$ cat config.mk
export PLATFORM = sky130hd
export DESIGN_NAME = miner_job_feeder
export DESIGN_NICKNAME = d
export VERILOG_FILES = /design/src/rtl/miner_feeder_pkg.sv /design/src/rtl/msg_word_buf.sv /design/src/rtl/miner_job_feeder.sv
export SDC_FILE = /design/constraint.sdc
export NUM_CORES = 2
export LEC_CHECK = 0
export CELL_PAD_IN_SITES_DETAIL_PLACEMENT = 0
export CELL_PAD_IN_SITES_GLOBAL_PLACEMENT = 2
export CORE_ASPECT_RATIO = 1.25
export CORE_UTILIZATION = 40
export CTS_CLUSTER_DIAMETER = 50
export DETAILED_ROUTE_END_ITERATION = 7
export PLACE_DENSITY = 0.83
export SETUP_SLACK_MARGIN = 0.4
export SKIP_CTS_REPAIR_TIMING = 1
export SYNTH_ARGS = -nofsm -noshare
export SYNTH_HDL_FRONTEND = slang
export SYNTH_SLANG_ARGS = --single-unit
$ cat constraint.sdc
create_clock -name Clk -period 3.5 [get_ports Clk]
set_input_delay 0.7 -clock Clk [delete_from_list [all_inputs] [get_ports Clk]]
set_output_delay 0.7 -clock Clk [all_outputs]
set_load 0.01 [all_outputs]
$ cat src/rtl/miner_feeder_pkg.sv
// Shared types and helpers for the Miner job feeder: FSM state encoding, datapath widths,
// and the byte-count to word-count conversion.
package miner_feeder_pkg;

    localparam int NONCE_W = 192;
    localparam int WORD_W  = 32;

    typedef enum logic [1:0] {
        IDLE   = 2'd0,
        LAUNCH = 2'd1,
        RUN    = 2'd2,
        DONE   = 2'd3
    } state_t;

    function automatic logic [31:0] ceil_words(input logic [31:0] nbytes);
        return (nbytes + 32'd3) >> 2;
    endfunction

endpackage

$ cat src/rtl/msg_word_buf.sv
// Header word buffer: MSG_WORDS x 32-bit flop array with synchronous write and
// asynchronous read. Contents are intentionally not reset.
module msg_word_buf
    import miner_feeder_pkg::*;
#(
    parameter int  MSG_WORDS = 72,
    localparam int AW        = $clog2(MSG_WORDS)
) (
    input  logic              clk_i,
    input  logic              we_i,
    input  logic [AW-1:0]     waddr_i,
    input  logic [WORD_W-1:0] wdata_i,
    input  logic [AW-1:0]     raddr_i,
    output logic [WORD_W-1:0] rdata_o
);

    logic [WORD_W-1:0] mem_q [MSG_WORDS];

    // Addresses past the buffer depth are dropped rather than aliased.
    always_ff @(posedge clk_i) begin
        if (we_i && ({1'b0, waddr_i} < (AW+1)'(MSG_WORDS))) begin
            mem_q[waddr_i] <= wdata_i;
        end
    end

    assign rdata_o = mem_q[raddr_i];

endmodule

$ cat src/rtl/miner_job_feeder.sv
// Job-source end of the Miner header interface: buffers one header, launches hashes and sweeps
// the nonce until the Miner reports a hit. Define MINER_FEEDER_TIMEOUT_EN for the watchdog relaunch.
module miner_job_feeder
    import miner_feeder_pkg::*;
#(
    parameter int  MSG_WORDS   = 72,
    parameter int  TIMEOUT_CYC = 4096,
    localparam int AW          = $clog2(MSG_WORDS)
) (
    input  logic               Clk,
    input  logic               Rst_n,
    input  logic               WrEn_I,
    input  logic [AW-1:0]      WrAddr_I,
    input  logic [WORD_W-1:0]  WrData_I,
    input  logic [31:0]        ByteNum_I,
    input  logic [NONCE_W-1:0] NonceBase_I,
    input  logic               Start_I,
    input  logic               Stop_I,
    output logic               Update_O,
    output logic [WORD_W-1:0]  Msg_O,
    input  logic               Next_I,
    output logic [NONCE_W-1:0] Nonce_O,
    input  logic               Rdy_I,
    input  logic               Vld_I,
    output logic               Busy_O,
    output logic               Found_O,
    output logic [NONCE_W-1:0] FoundNonce_O,
    output logic [31:0]        HashCnt_O,
    output logic               CfgErr_O,
    output logic               OverRead_O,
    output logic               Timeout_O
);

    state_t             state_q, state_d;
    logic [AW-1:0]      ptr_q, ptr_d;
    logic [AW-1:0]      last_q, last_d;
    logic               past_q, past_d;
    logic [1:0]         rem_q, rem_d;
    logic [NONCE_W-1:0] nonce_q, nonce_d;
    logic [NONCE_W-1:0] fnonce_q, fnonce_d;
    logic [31:0]        hcnt_q, hcnt_d;
    logic               cfgerr_q, cfgerr_d;
    logic               ovr_q, ovr_d;
    logic               rdy_q;

    logic               rdy_rise;
    logic               start_ok;
    logic               active;
    logic               wd_expire;
    logic [WORD_W-1:0]  buf_word;
    logic [WORD_W-1:0]  word_masked;

    assign rdy_rise = Rdy_I & ~rdy_q;
    assign start_ok = (ByteNum_I != 32'd0) && (ByteNum_I <= 32'(MSG_WORDS * 4));
    assign active   = (state_q == LAUNCH) || (state_q == RUN);

    msg_word_buf #(.MSG_WORDS(MSG_WORDS)) u_buf (
        .clk_i   (Clk),
        .we_i    (WrEn_I && (state_q == IDLE)),
        .waddr_i (WrAddr_I),
        .wdata_i (WrData_I),
        .raddr_i (ptr_q),
        .rdata_o (buf_word)
    );

`ifdef MINER_FEEDER_TIMEOUT_EN
    localparam int WD_W = $clog2(TIMEOUT_CYC + 1);

    logic [WD_W-1:0] wd_q, wd_d;
    logic            tmo_q, tmo_d;
    logic            start_go;

    assign start_go  = ((state_q == IDLE) || (state_q == DONE)) && Start_I && !Stop_I && start_ok;
    assign wd_expire = (state_q == RUN) && !rdy_rise && (wd_q == WD_W'(TIMEOUT_CYC - 1));

    always_comb begin
        wd_d  = wd_q;
        tmo_d = tmo_q;
        if ((state_q != RUN) || rdy_rise || wd_expire) begin
            wd_d = '0;
        end else begin
            wd_d = wd_q + WD_W'(1);
        end
        if (start_go) begin
            tmo_d = 1'b0;
        end else if (wd_expire) begin
            tmo_d = 1'b1;
        end
    end

    always_ff @(posedge Clk or negedge Rst_n) begin
        if (!Rst_n) begin
            wd_q  <= '0;
            tmo_q <= 1'b0;
        end else begin
            wd_q  <= wd_d;
            tmo_q <= tmo_d;
        end
    end

    assign Timeout_O = tmo_q;
`else
    logic unused_timeout_cfg;

    assign wd_expire          = 1'b0;
    assign unused_timeout_cfg = (TIMEOUT_CYC > 0);
    assign Timeout_O          = 1'b0;
`endif

    always_comb begin
        state_d  = state_q;
        ptr_d    = ptr_q;
        last_d   = last_q;
        past_d   = past_q;
        rem_d    = rem_q;
        nonce_d  = nonce_q;
        fnonce_d = fnonce_q;
        hcnt_d   = hcnt_q;
        cfgerr_d = cfgerr_q;
        ovr_d    = ovr_q;

        // Consuming the last word empties Msg_O; only a request after that is an over-read.
        if (active && Next_I) begin
            if (past_q) begin
                ovr_d = 1'b1;
            end else if (ptr_q == last_q) begin
                past_d = 1'b1;
            end else begin
                ptr_d = ptr_q + AW'(1);
            end
        end

        case (state_q)
            IDLE, DONE: begin
                if (Start_I && !Stop_I) begin
                    if (start_ok) begin
                        state_d  = LAUNCH;
                        ptr_d    = '0;
                        past_d   = 1'b0;
                        last_d   = AW'(ceil_words(ByteNum_I) - 32'd1);
                        rem_d    = ByteNum_I[1:0];
                        nonce_d  = NonceBase_I;
                        hcnt_d   = '0;
                        cfgerr_d = 1'b0;
                        ovr_d    = 1'b0;
                    end else begin
                        cfgerr_d = 1'b1;
                    end
                end
            end
            LAUNCH: state_d = RUN;
            RUN: begin
                if (rdy_rise) begin
                    hcnt_d = (hcnt_q == 32'hFFFF_FFFF) ? hcnt_q : hcnt_q + 32'd1;
                    if (Vld_I) begin
                        state_d  = DONE;
                        fnonce_d = nonce_q;
                    end else begin
                        state_d = LAUNCH;
                        nonce_d = nonce_q + NONCE_W'(1);
                        ptr_d   = '0;
                        past_d  = 1'b0;
                    end
                end else if (wd_expire) begin
                    state_d = LAUNCH;
                    ptr_d   = '0;
                    past_d  = 1'b0;
                end
            end
            default: state_d = IDLE;
        endcase

        // A hit reported in the same cycle as Stop is kept.
        if (Stop_I && !((state_q == RUN) && rdy_rise && Vld_I)) begin
            state_d = IDLE;
        end
    end

    always_comb begin
        word_masked = buf_word;
        if ((ptr_q == last_q) && (rem_q != 2'd0)) begin
            for (int k = 0; k < 4; k++) begin
                if (2'(k) >= rem_q) begin
                    word_masked[8*k +: 8] = 8'd0;
                end
            end
        end
    end

    always_ff @(posedge Clk or negedge Rst_n) begin
        if (!Rst_n) begin
            state_q  <= IDLE;
            ptr_q    <= '0;
            last_q   <= '0;
            past_q   <= 1'b0;
            rem_q    <= '0;
            nonce_q  <= '0;
            fnonce_q <= '0;
            hcnt_q   <= '0;
            cfgerr_q <= 1'b0;
            ovr_q    <= 1'b0;
            rdy_q    <= 1'b0;
        end else begin
            state_q  <= state_d;
            ptr_q    <= ptr_d;
            last_q   <= last_d;
            past_q   <= past_d;
            rem_q    <= rem_d;
            nonce_q  <= nonce_d;
            fnonce_q <= fnonce_d;
            hcnt_q   <= hcnt_d;
            cfgerr_q <= cfgerr_d;
            ovr_q    <= ovr_d;
            rdy_q    <= Rdy_I;
        end
    end

    assign Update_O     = (state_q == LAUNCH);
    assign Busy_O       = active;
    assign Found_O      = (state_q == DONE);
    assign Msg_O        = (active && !past_q) ? word_masked : '0;
    assign Nonce_O      = nonce_q;
    assign FoundNonce_O = fnonce_q;
    assign HashCnt_O    = hcnt_q;
    assign CfgErr_O     = cfgerr_q;
    assign OverRead_O   = ovr_q;

endmodule

==> flow_summary.json <==
{
  "cp_data_arrival_time_ps": 4150,
  "netlist_top_cells_count": "2304 x edfxtp_1, 609 x mux4_2, 438 x dfrtp_1, 293 x nor2_1, 287 x nand2_1",
  "num-nets-final": 8414,
  "core_area_sq_um": 280000,
  "grt.overflow.total": 0,
  "grt_pass1_wl_mm": 579,
  "place_inst": 11400,
  "finalMaxSlewViolations": 0,
  "vias_per_cell": 6.09,
  "areaGrowthSynthToFinish_pct": 28.7,
  "rsz0062_at_grt": "true",
  "synth_edf_count": 2304,
  "regArea_sq_um": 80200,
  "dr.pass1.iters": 8,
  "seq_area_frac_synth": 0.710,
  "startpoint_type": "flop",
  "multiInputGateArea_sq_um": 32600,
  "skew_ps": 94.0,
  "place_congestion": 1.02,
  "criticalPathCategory": "flop to primary output",
  "leakage_nw": 50.0,
  "dpl_cell_area_sq_um": 132000,
  "finalWirelength_mm": 429,
  "die-area_sq_um": 284000,
  "netlist_area_sq_um": 113000,
  "htree_levels": 5,
  "end_kind": "primary output",
  "dr.first_iter.drc_count": 9231,
  "ant_nets": 0,
  "yosysMostFrequentCell": "edfxtp_1",
  "cts_tree": "yes",
  "worst_slew_pin_slew_ps": 1430,
  "synthTopCellsByArea": "edfxtp_1 61%, mux4_2 12%, dfrtp_1 9.7%, mux2_2 2.1%, mux2i_1 1.7%",
  "fp.dieH_um": 596,
  "final-hold-violation-count": 0,
  "row_count": 217,
  "wl_per_cell_um": 35.4,
  "status": "complete, but fails checks",
  "required_ps": 2800,
  "cts_root_buf": "clkbuf_16",
  "grt_use_total": 0.291,
  "finalWorstSetupSlack_ps": -1350,
  "ys_seq_elements": 2742,
  "die_w_um": 477,
  "io_pins": 725,
  "initial_core_util": 0.403,
  "violations": "setup timing",
  "async_reset_ff_frac": 0.160,
  "fin_crit_ps": 4850,
  "yosysTopAreaCell": "edfxtp_1",
  "stdcell_count": 12100,
  "yosysWarnings": 0,
  "drcViolationCount": 0,
  "grt_max_degree": 95,
  "synth_cell_types": 85,
  "clockBufferDepth": 4,
  "layout-drive-gt1-share": 0.320,
  "powerDensity_nw_per_um2": 487,
  "maxSlewHeadroom": 0.0465,
  "synth_cells": 6488,
  "power_mw": 70.7,
  "clk_latency_ps": 900,
  "hpwl_mm": 293,
  "grt_pass1_vias": 72100,
  "final_design_area_no_fill_sq_um": 145000,
  "syn_avg_cell_area_sq_um": 17.4,
  "setup_tns_ps": -37910,
  "synth_top_area_frac": 0.613,
  "crit_fanout": 8,
  "irDropWorstVdd_mv": 0.357,
  "fmax_mhz": 206,
  "min_path_type": "primary input to flop",
  "maxCapViolations": 0,
  "antenna_found_initial": 46,
  "clk_pin_slew_worst_paths_ps": 60,
  "portBuffers": 723,
  "vias": 73800,
  "synth_nets": 6768,
  "synth_flop_cell": "edfxtp_1",
  "n_fill_cell": 22100,
  "setup-violations-final": 32,
  "cts.sink_count": 2742,
  "period_share": 1.39,
  "cts_made_buffers": 298
}
-- power by group --
| group | internal [mW] | switching (mW) | leakage (nW) |
|---|---|---|---|
| Clock | 18.8 | 13.4 | 4.86 |
| Sequential | 35.6 | 0.122 | 26.1 |
| Combinational | 1.03 | 1.79 | 19.1 |
-- worst max-delay path, cell delays in order (launching register included) --
cell,delay (ps)
dfrtp_4,580
buf_12,190
buf_16,190
buf_16,170
buf_12,120
mux4_2,490
mux4_2,510
o21ai_2,210
o21ai_4,130
buf_6,140
nor2_4,110
a211oi_4,90
buf_4,210
buf_6,110
-- cell families after synthesis --
group / share of synthesized area
flops: 0.710
buf+inv: 0.0165
simple gates: 0.0674
compound gates: 0.0425
xor+xnor: 0.00248
fa+ha+maj: 0.000998
other cells: 0.0000332
mux: 0.160
-- path summary, 6_finish.rpt --
kind	startpoint	to	slack, ps	cells after the start
min reg2reg	FoundNonce_O[0]	FoundNonce_O[0]	490	2
min	WrData_I[5]	u_buf.mem_q[38][5]	50	1
max in group asynchronous	Rst_n	Nonce_O[24]	2060	3
max reg2reg	Nonce_O[116]	Nonce_O[188]	360	9
min in group asynchronous	Rst_n	FoundNonce_O[137]	330	2
max	ptr_q[0]	Msg_O[12]	-1350	13
-- layer usage --
layer	vias up	track usage	share of wire	wire [um]
li1	29800	-	-	-
met1	38300	0.342	0.35	149000
met2	4631	0.489	0.49	211000
met3	1071	0.0523	0.081	34800
met4	14	0.197	0.079	33900
met5	-	0	0.00019	80
-- cell usage in the layout, fill, tap and decap left out, types with 22 or more instances in the layout --
cell type	instances
mux2_2	205
buf_2	34
nor2_1	203
clkdlybuf4s50_1	657
a21oi_1	144
nor2_4	77
buf_6	35
and4_1	26
dfrtp_1	416
nand3_1	219
o22ai_1	115
inv_6	23
o21ai_0	172
buf_12	148
bufinv_16	33
or3_1	27
nand2_1	284
clkbuf_16	327
nand4_1	145
clkinv_1	51
and3_1	52
xnor2_1	22
nor4_1	97
clkbuf_1	33
a22oi_1	52
inv_1	55
nand2b_1	34
edfxtp_1	2304
buf_4	818
mux2i_1	172
clkinv_2	41
nor3_1	135
a211oi_1	22
mux4_2	609
-- state kept, by name, summed over array words and instances, names as in the netlist --
signal / count
FoundNonce_O: 192
last_q: 7
ptr_q: 7
Nonce_O: 192
OverRead_O: 1
past_q: 1
CfgErr_O: 1
HashCnt_O: 32
state_q: 2
u_buf.mem_q: 2304
rem_q: 2
rdy_q: 1
-- cell type report --
cell class                 count  share of cell area
clock inverter               187              0.0140
tap                         3723              0.0321
clock buffer                 349              0.0546
sequential                  2742               0.552
inverter                      59             0.00159
antenna                       21            0.000362
timing repair buffer        1755               0.121
multi-input combinational   3278               0.224
-- through the flow --
step                      utilization  worst slack [ps]  hold WS, ps
after global placement          0.471             -1720          470
after CTS                       0.507             -2680         -274
after floorplan                     -               204          404
final                           0.519             -1350         51.0
after global routing            0.519             -1380         22.5
after detailed placement        0.471             -1740          477
Power figures use the tool's default switching activity.
